<file path="src/rtl/countdown_timer.sv">
// Cascaded BCD countdown timer (MM:SS.cc) with load clamping, pause/resume and a one-cycle expiry pulse.
// Optional feature: define CD_AUTO_RELOAD_EN to reload the preset on expiry instead of stopping.
module countdown_timer #(
    parameter int TICK_DIV = 500000
) (
    input  logic        clk,
    input  logic        rst,
    input  logic        load,
    input  logic [23:0] load_val,
    input  logic        start,
    input  logic        pause,
    output logic [23:0] cnt_out,
    output logic        running,
    output logic        done
);

    localparam int PW = (TICK_DIV > 1) ? $clog2(TICK_DIV) : 1;
    localparam logic [PW-1:0] PRESC_ZERO = PW'(0);
    localparam logic [PW-1:0] PRESC_ONE  = PW'(1);
    localparam logic [PW-1:0] PRESC_LAST = PW'(TICK_DIV - 1);

    typedef enum logic [1:0] {
        ST_IDLE  = 2'd0,
        ST_RUN   = 2'd1,
        ST_PAUSE = 2'd2,
        ST_DONE  = 2'd3
    } state_t;

    function automatic logic [3:0] clamp_digit(input logic [3:0] d, input logic [3:0] lim);
        logic [3:0] r;
        if (d > lim) begin
            r = lim;
        end else begin
            r = d;
        end
        return r;
    endfunction

    // Tens of minutes and tens of seconds stop at 5; every other digit stops at 9.
    function automatic logic [23:0] clamp_bcd(input logic [23:0] v);
        return {clamp_digit(v[23:20], 4'd5), clamp_digit(v[19:16], 4'd9),
                clamp_digit(v[15:12], 4'd5), clamp_digit(v[11:8],  4'd9),
                clamp_digit(v[7:4],   4'd9), clamp_digit(v[3:0],   4'd9)};
    endfunction

    // Subtract one centisecond; a zero digit wraps to its maximum and passes the borrow upward.
    function automatic logic [23:0] dec_bcd(input logic [23:0] v);
        logic [23:0] r;
        logic        borrow;
        logic [3:0]  d;
        logic [3:0]  lim;
        r      = v;
        borrow = 1'b1;
        for (int i = 0; i < 6; i++) begin
            d   = v[i*4 +: 4];
            lim = (i == 3) ? 4'd5 : 4'd9;
            if (borrow) begin
                if (d == 4'd0) begin
                    r[i*4 +: 4] = lim;
                end else begin
                    r[i*4 +: 4] = d - 4'd1;
                    borrow      = 1'b0;
                end
            end else begin
                r[i*4 +: 4] = d;
            end
        end
        return r;
    endfunction

    state_t      state_r;
    logic [23:0] cnt_r;
    logic [PW-1:0] presc_r;
    logic        running_r;
    logic        done_r;
`ifdef CD_AUTO_RELOAD_EN
    logic [23:0] preset_r;
`endif

    logic [23:0] load_clamped_s;
    logic [23:0] cnt_dec_s;
    logic        cnt_zero_s;
    logic        dec_zero_s;
    logic        tick_s;

    assign load_clamped_s = clamp_bcd(load_val);
    assign cnt_dec_s      = dec_bcd(cnt_r);
    assign cnt_zero_s     = (cnt_r == 24'h000000);
    assign dec_zero_s     = (cnt_dec_s == 24'h000000);
    assign tick_s         = (presc_r == PRESC_LAST);

    // Control FSM, count, prescaler and registered status outputs.
    always_ff @(posedge clk) begin
        if (rst) begin
            state_r   <= ST_IDLE;
            cnt_r     <= 24'h000000;
            presc_r   <= PRESC_ZERO;
            running_r <= 1'b0;
            done_r    <= 1'b0;
`ifdef CD_AUTO_RELOAD_EN
            preset_r  <= 24'h000000;
`endif
        end else begin
            done_r <= 1'b0;
            if (load) begin
                // Load overrides every state and always lands in IDLE.
                state_r   <= ST_IDLE;
                cnt_r     <= load_clamped_s;
                running_r <= 1'b0;
`ifdef CD_AUTO_RELOAD_EN
                preset_r  <= load_clamped_s;
`endif
            end else begin
                case (state_r)
                    ST_IDLE: begin
                        if (!pause && start && !cnt_zero_s) begin
                            state_r   <= ST_RUN;
                            presc_r   <= PRESC_ZERO;
                            running_r <= 1'b1;
                        end else begin
                            running_r <= 1'b0;
                        end
                    end
                    ST_RUN: begin
                        if (pause) begin
                            // Prescaler is left as-is so a suppressed tick fires right after resume.
                            state_r   <= ST_PAUSE;
                            running_r <= 1'b0;
                        end else if (tick_s) begin
                            presc_r <= PRESC_ZERO;
                            if (dec_zero_s) begin
`ifdef CD_AUTO_RELOAD_EN
                                cnt_r     <= preset_r;
                                done_r    <= 1'b1;
                                running_r <= 1'b1;
`else
                                cnt_r     <= cnt_dec_s;
                                state_r   <= ST_DONE;
                                done_r    <= 1'b1;
                                running_r <= 1'b0;
`endif
                            end else begin
                                cnt_r     <= cnt_dec_s;
                                running_r <= 1'b1;
                            end
                        end else begin
                            presc_r   <= presc_r + PRESC_ONE;
                            running_r <= 1'b1;
                        end
                    end
                    ST_PAUSE: begin
                        if (!pause && start) begin
                            state_r   <= ST_RUN;
                            running_r <= 1'b1;
                        end else begin
                            running_r <= 1'b0;
                        end
                    end
                    ST_DONE: begin
                        state_r   <= ST_IDLE;
                        running_r <= 1'b0;
                    end
                    default: begin
                        state_r   <= ST_IDLE;
                        running_r <= 1'b0;
                    end
                endcase
            end
        end
    end

    assign cnt_out = cnt_r;
    assign running = running_r;
    assign done    = done_r;

endmodule
</file>
<file path="config.mk">
export PLATFORM = sky130hd
export DESIGN_NAME = countdown_timer
export DESIGN_NICKNAME = d
export VERILOG_FILES = /design/src/rtl/countdown_timer.sv
export SDC_FILE = /design/constraint.sdc
export NUM_CORES = 1
export LEC_CHECK = 0
export ABC_AREA = 0
export CAP_MARGIN = 20
export CELL_PAD_IN_SITES_DETAIL_PLACEMENT = 1
export CELL_PAD_IN_SITES_GLOBAL_PLACEMENT = 2
export CORE_UTILIZATION = 29
export CTS_CLUSTER_DIAMETER = 150
export CTS_CLUSTER_SIZE = 10
export DETAILED_ROUTE_END_ITERATION = 6
export GPL_TIMING_DRIVEN = 0
export PLACE_DENSITY = 0.82
export SYNTH_ARGS = -nofsm -noshare
export SYNTH_HDL_FRONTEND = slang
export SYNTH_SLANG_ARGS = --single-unit
</file>
<file path="constraint.sdc">
create_clock -name clk -period 2.3 [get_ports clk]
set_input_delay 0.23 -clock clk [delete_from_list [all_inputs] [get_ports clk]]
set_output_delay 0.23 -clock clk [all_outputs]
set_load 0.005 [all_outputs]
</file>
==> metrics <==
status=completed; Clock Skew=4.67 ps; H-tree depth=2; DIE AREA=0.00951 mm^2; Synth area leaders=dfxtp_1 (36%), nor2_1 (7.2%), xor2_1 (4.3%); Hold WS=351 ps; final setup fails=0; detailed placement HPWL=6200 um; DIE WIDTH=97.5 um; number of flops mapped to enable cells by yosys=0; post-detailed-route via-to-cell ratio=5.36; Final Util=41.5%; CTS tree=built; most frequent cells in the layout=clkdlybuf4s50_1 (52), nor2_1 (48), dfxtp_1 (42); pin count of the biggest net entering global routing=14; gr usage total=18.2%; pwr/cell area=497 mW/mm^2; clock sinks=47; CTS Buf Count=5; Synth area leader=dfxtp_1; DRT antenna net count=0; area growth from synthesis to layout=37.4%; Finished Cell Area=0.00363 mm^2; Syn Area/Cell=7.95 um^2; Mapped Nets=363; DR vias=2721; Port Buf Inserts=54; clock transition at the registers of the reported paths=90 ps; commonest non-fill, non-tap cell in the layout=clkdlybuf4s50_1; type of the worst min-delay path=in -> reg; Max-Cap Viols=0; non-filler cells, final=508; remaining global-route overflow=0; post-layout minimum cycle time=2240 ps; Psw=0.000513 W; Pins Over Slew Limit=0; drt initial violations=55; synthesized flop and latch total=47; Net Sw Frac=28.4%; Worst slew margin=52.0%; Post-synth top flop=dfxtp_1; Nets=429; cell row count=34; Post-Syn Instances=333; Tcrit/Tclk final=97.2%; Slew @ Worst Pin=719 ps; CTS Hold Bufs=0; synth warn=0; Max VDD drop=0.211 mV; num ports=55; first-pass GRT wire length=14100 um; die height=97.5 um; internal power=0.00129 W; clock latency on the worst-skew pair=300 ps; worst-case clock buffer depth=2; Crit Path Max Fanout=8; post-synthesis sequential area ratio=35.6%; core area=0.00876 mm^2; Max Fclk=447 MHz; Routed WL=8650 um; critical path class=reg -> reg; final hold vios=0; root buffer cell=clkbuf_8; initial antenna violation count=0; clock share of power=31.9%; Flop pwr share=48.9%; Gate power share=19.2%; critical path required time=2540 ps; placed instance count=495; CP Capture Type=flop; Synth Cell Area=0.00265 mm^2; Startpoint Class=flop; setup_tns=0 ps; LEAKAGE=1.23 nW; post-synth cell types=55; Placement Cell Area=0.00332 mm^2; antenna cell count=0; wire per inst=17.0 um; layout cell share with drive strength beyond 1=12.8%; DRC viols=0; Initial Util=30.2%; routability cong.=0.819; FFs w/ async S/R, synth=0%; critical path data arrival time=2470 ps; Initial DRT Pass Iterations=4; vias in the first global route=2814; top-area cell type share of the netlist area=35.6%
## final timing paths
kind          startpoint     endpoint  slack [ps]  depth (start not counted)
max           cnt_out[4]  presc_r[17]          60                          7
min                pause   state_r[1]         350                          2
max reg2reg   cnt_out[4]  presc_r[17]          60                          7
min reg2reg  cnt_out[15]  cnt_out[15]         480                          2
## kinds of logic after synthesis
logic type / after synthesis / share of synthesized area [%]
buffers and inverters: 22 / 4.02
adder cells (fa/ha/maj): 1 / 0.473
AO/OA/AOI/OAI: 71 / 17.9
multiplexers: 7 / 2.65
AND/OR/NAND/NOR: 165 / 32.8
XOR/XNOR: 20 / 6.62
flip-flops: 47 / 35.6
## synthesized netlist by cell type, types with 2 or more instances
| master | number |
|---|---|
| a21oi_1 | 22 |
| o31a_1 | 2 |
| a221oi_1 | 3 |
| or4_1 | 6 |
| xnor2_1 | 7 |
| nor3_1 | 12 |
| dfxtp_1 | 47 |
| or3_1 | 6 |
| and2_1 | 2 |
| a21o_1 | 3 |
| nor4_1 | 4 |
| nor4b_1 | 2 |
| o21ai_0 | 16 |
| a31oi_1 | 3 |
| nor2b_1 | 3 |
| mux2i_1 | 7 |
| a211oi_1 | 3 |
| inv_1 | 9 |
| xor2_1 | 13 |
| o21a_1 | 6 |
| nand3_1 | 12 |
| and3_1 | 5 |
| clkbuf_1 | 7 |
| o32ai_1 | 2 |
| nor2_1 | 51 |
| and4_1 | 3 |
| or2_2 | 3 |
| a311oi_1 | 3 |
| nor4_2 | 2 |
| buf_6 | 3 |
| nand4_1 | 13 |
| nand2_1 | 28 |
| nand2b_1 | 3 |
## worst max-delay path: stages, from the launching register on
cell and delay (ps):
dfxtp_1 350, or4_4 610, a2111oi_4 440, a31oi_4 180
a21o_1 200, buf_6 140, buf_4 140, a21oi_1 110
## state kept, by name, indices dropped and copies added (netlist names)
register	count
state_r	2
cnt_out	24
done	1
presc_r	19
running	1
## what timing repair did
action,CTS,global route
setup buffers,0,7
hold endpoints to repair,0,0
endpoints found under the setup margin,40,32
gates cloned,0,1
gates resized for setup,13,24
pin swaps,1,11
## area by class of cell
cell class / count / area, um^2
multi-input combinational: 264 / 1740
timing repair buffer: 62 / 619
inverter: 10 / 37.5
tap: 108 / 135
buffer: 9 / 60.1
clock buffer: 8 / 100
sequential: 47 / 947
fill: 1057 / 5130
## metrics by stage
| stage | setup WS (ps) | total power, W |
|---|---|---|
| after floorplan | 194 | 0.00104 |
| after global placement | -408 | 0.00120 |
| after detailed placement | -434 | 0.00120 |
| after CTS | 2.30 | 0.00179 |
| after global routing | -11.0 | 0.00190 |
| final | 64.9 | 0.00181 |
## power by group through the flow
stage | clock network [W] | logic (W) | registers [W]
2_1_floorplan | 0 | 0.000153 | 0.000890
3_3_place_gp | 0 | 0.000299 | 0.000898
3_5_place_dp | 0 | 0.000302 | 0.000899
4_1_cts | 0.000597 | 0.000313 | 0.000881
5_1_grt | 0.000628 | 0.000377 | 0.000890
6_report | 0.000575 | 0.000347 | 0.000884
## per-layer routing
metal / part of all wire, % / global-route usage, %
met1: 45 / 22.6
met2: 52 / 33.7
met3: 2.3 / 2.73
met4: 0.50 / 2.71
met5: 0 / 0
(Power assumes the default switching activity.)
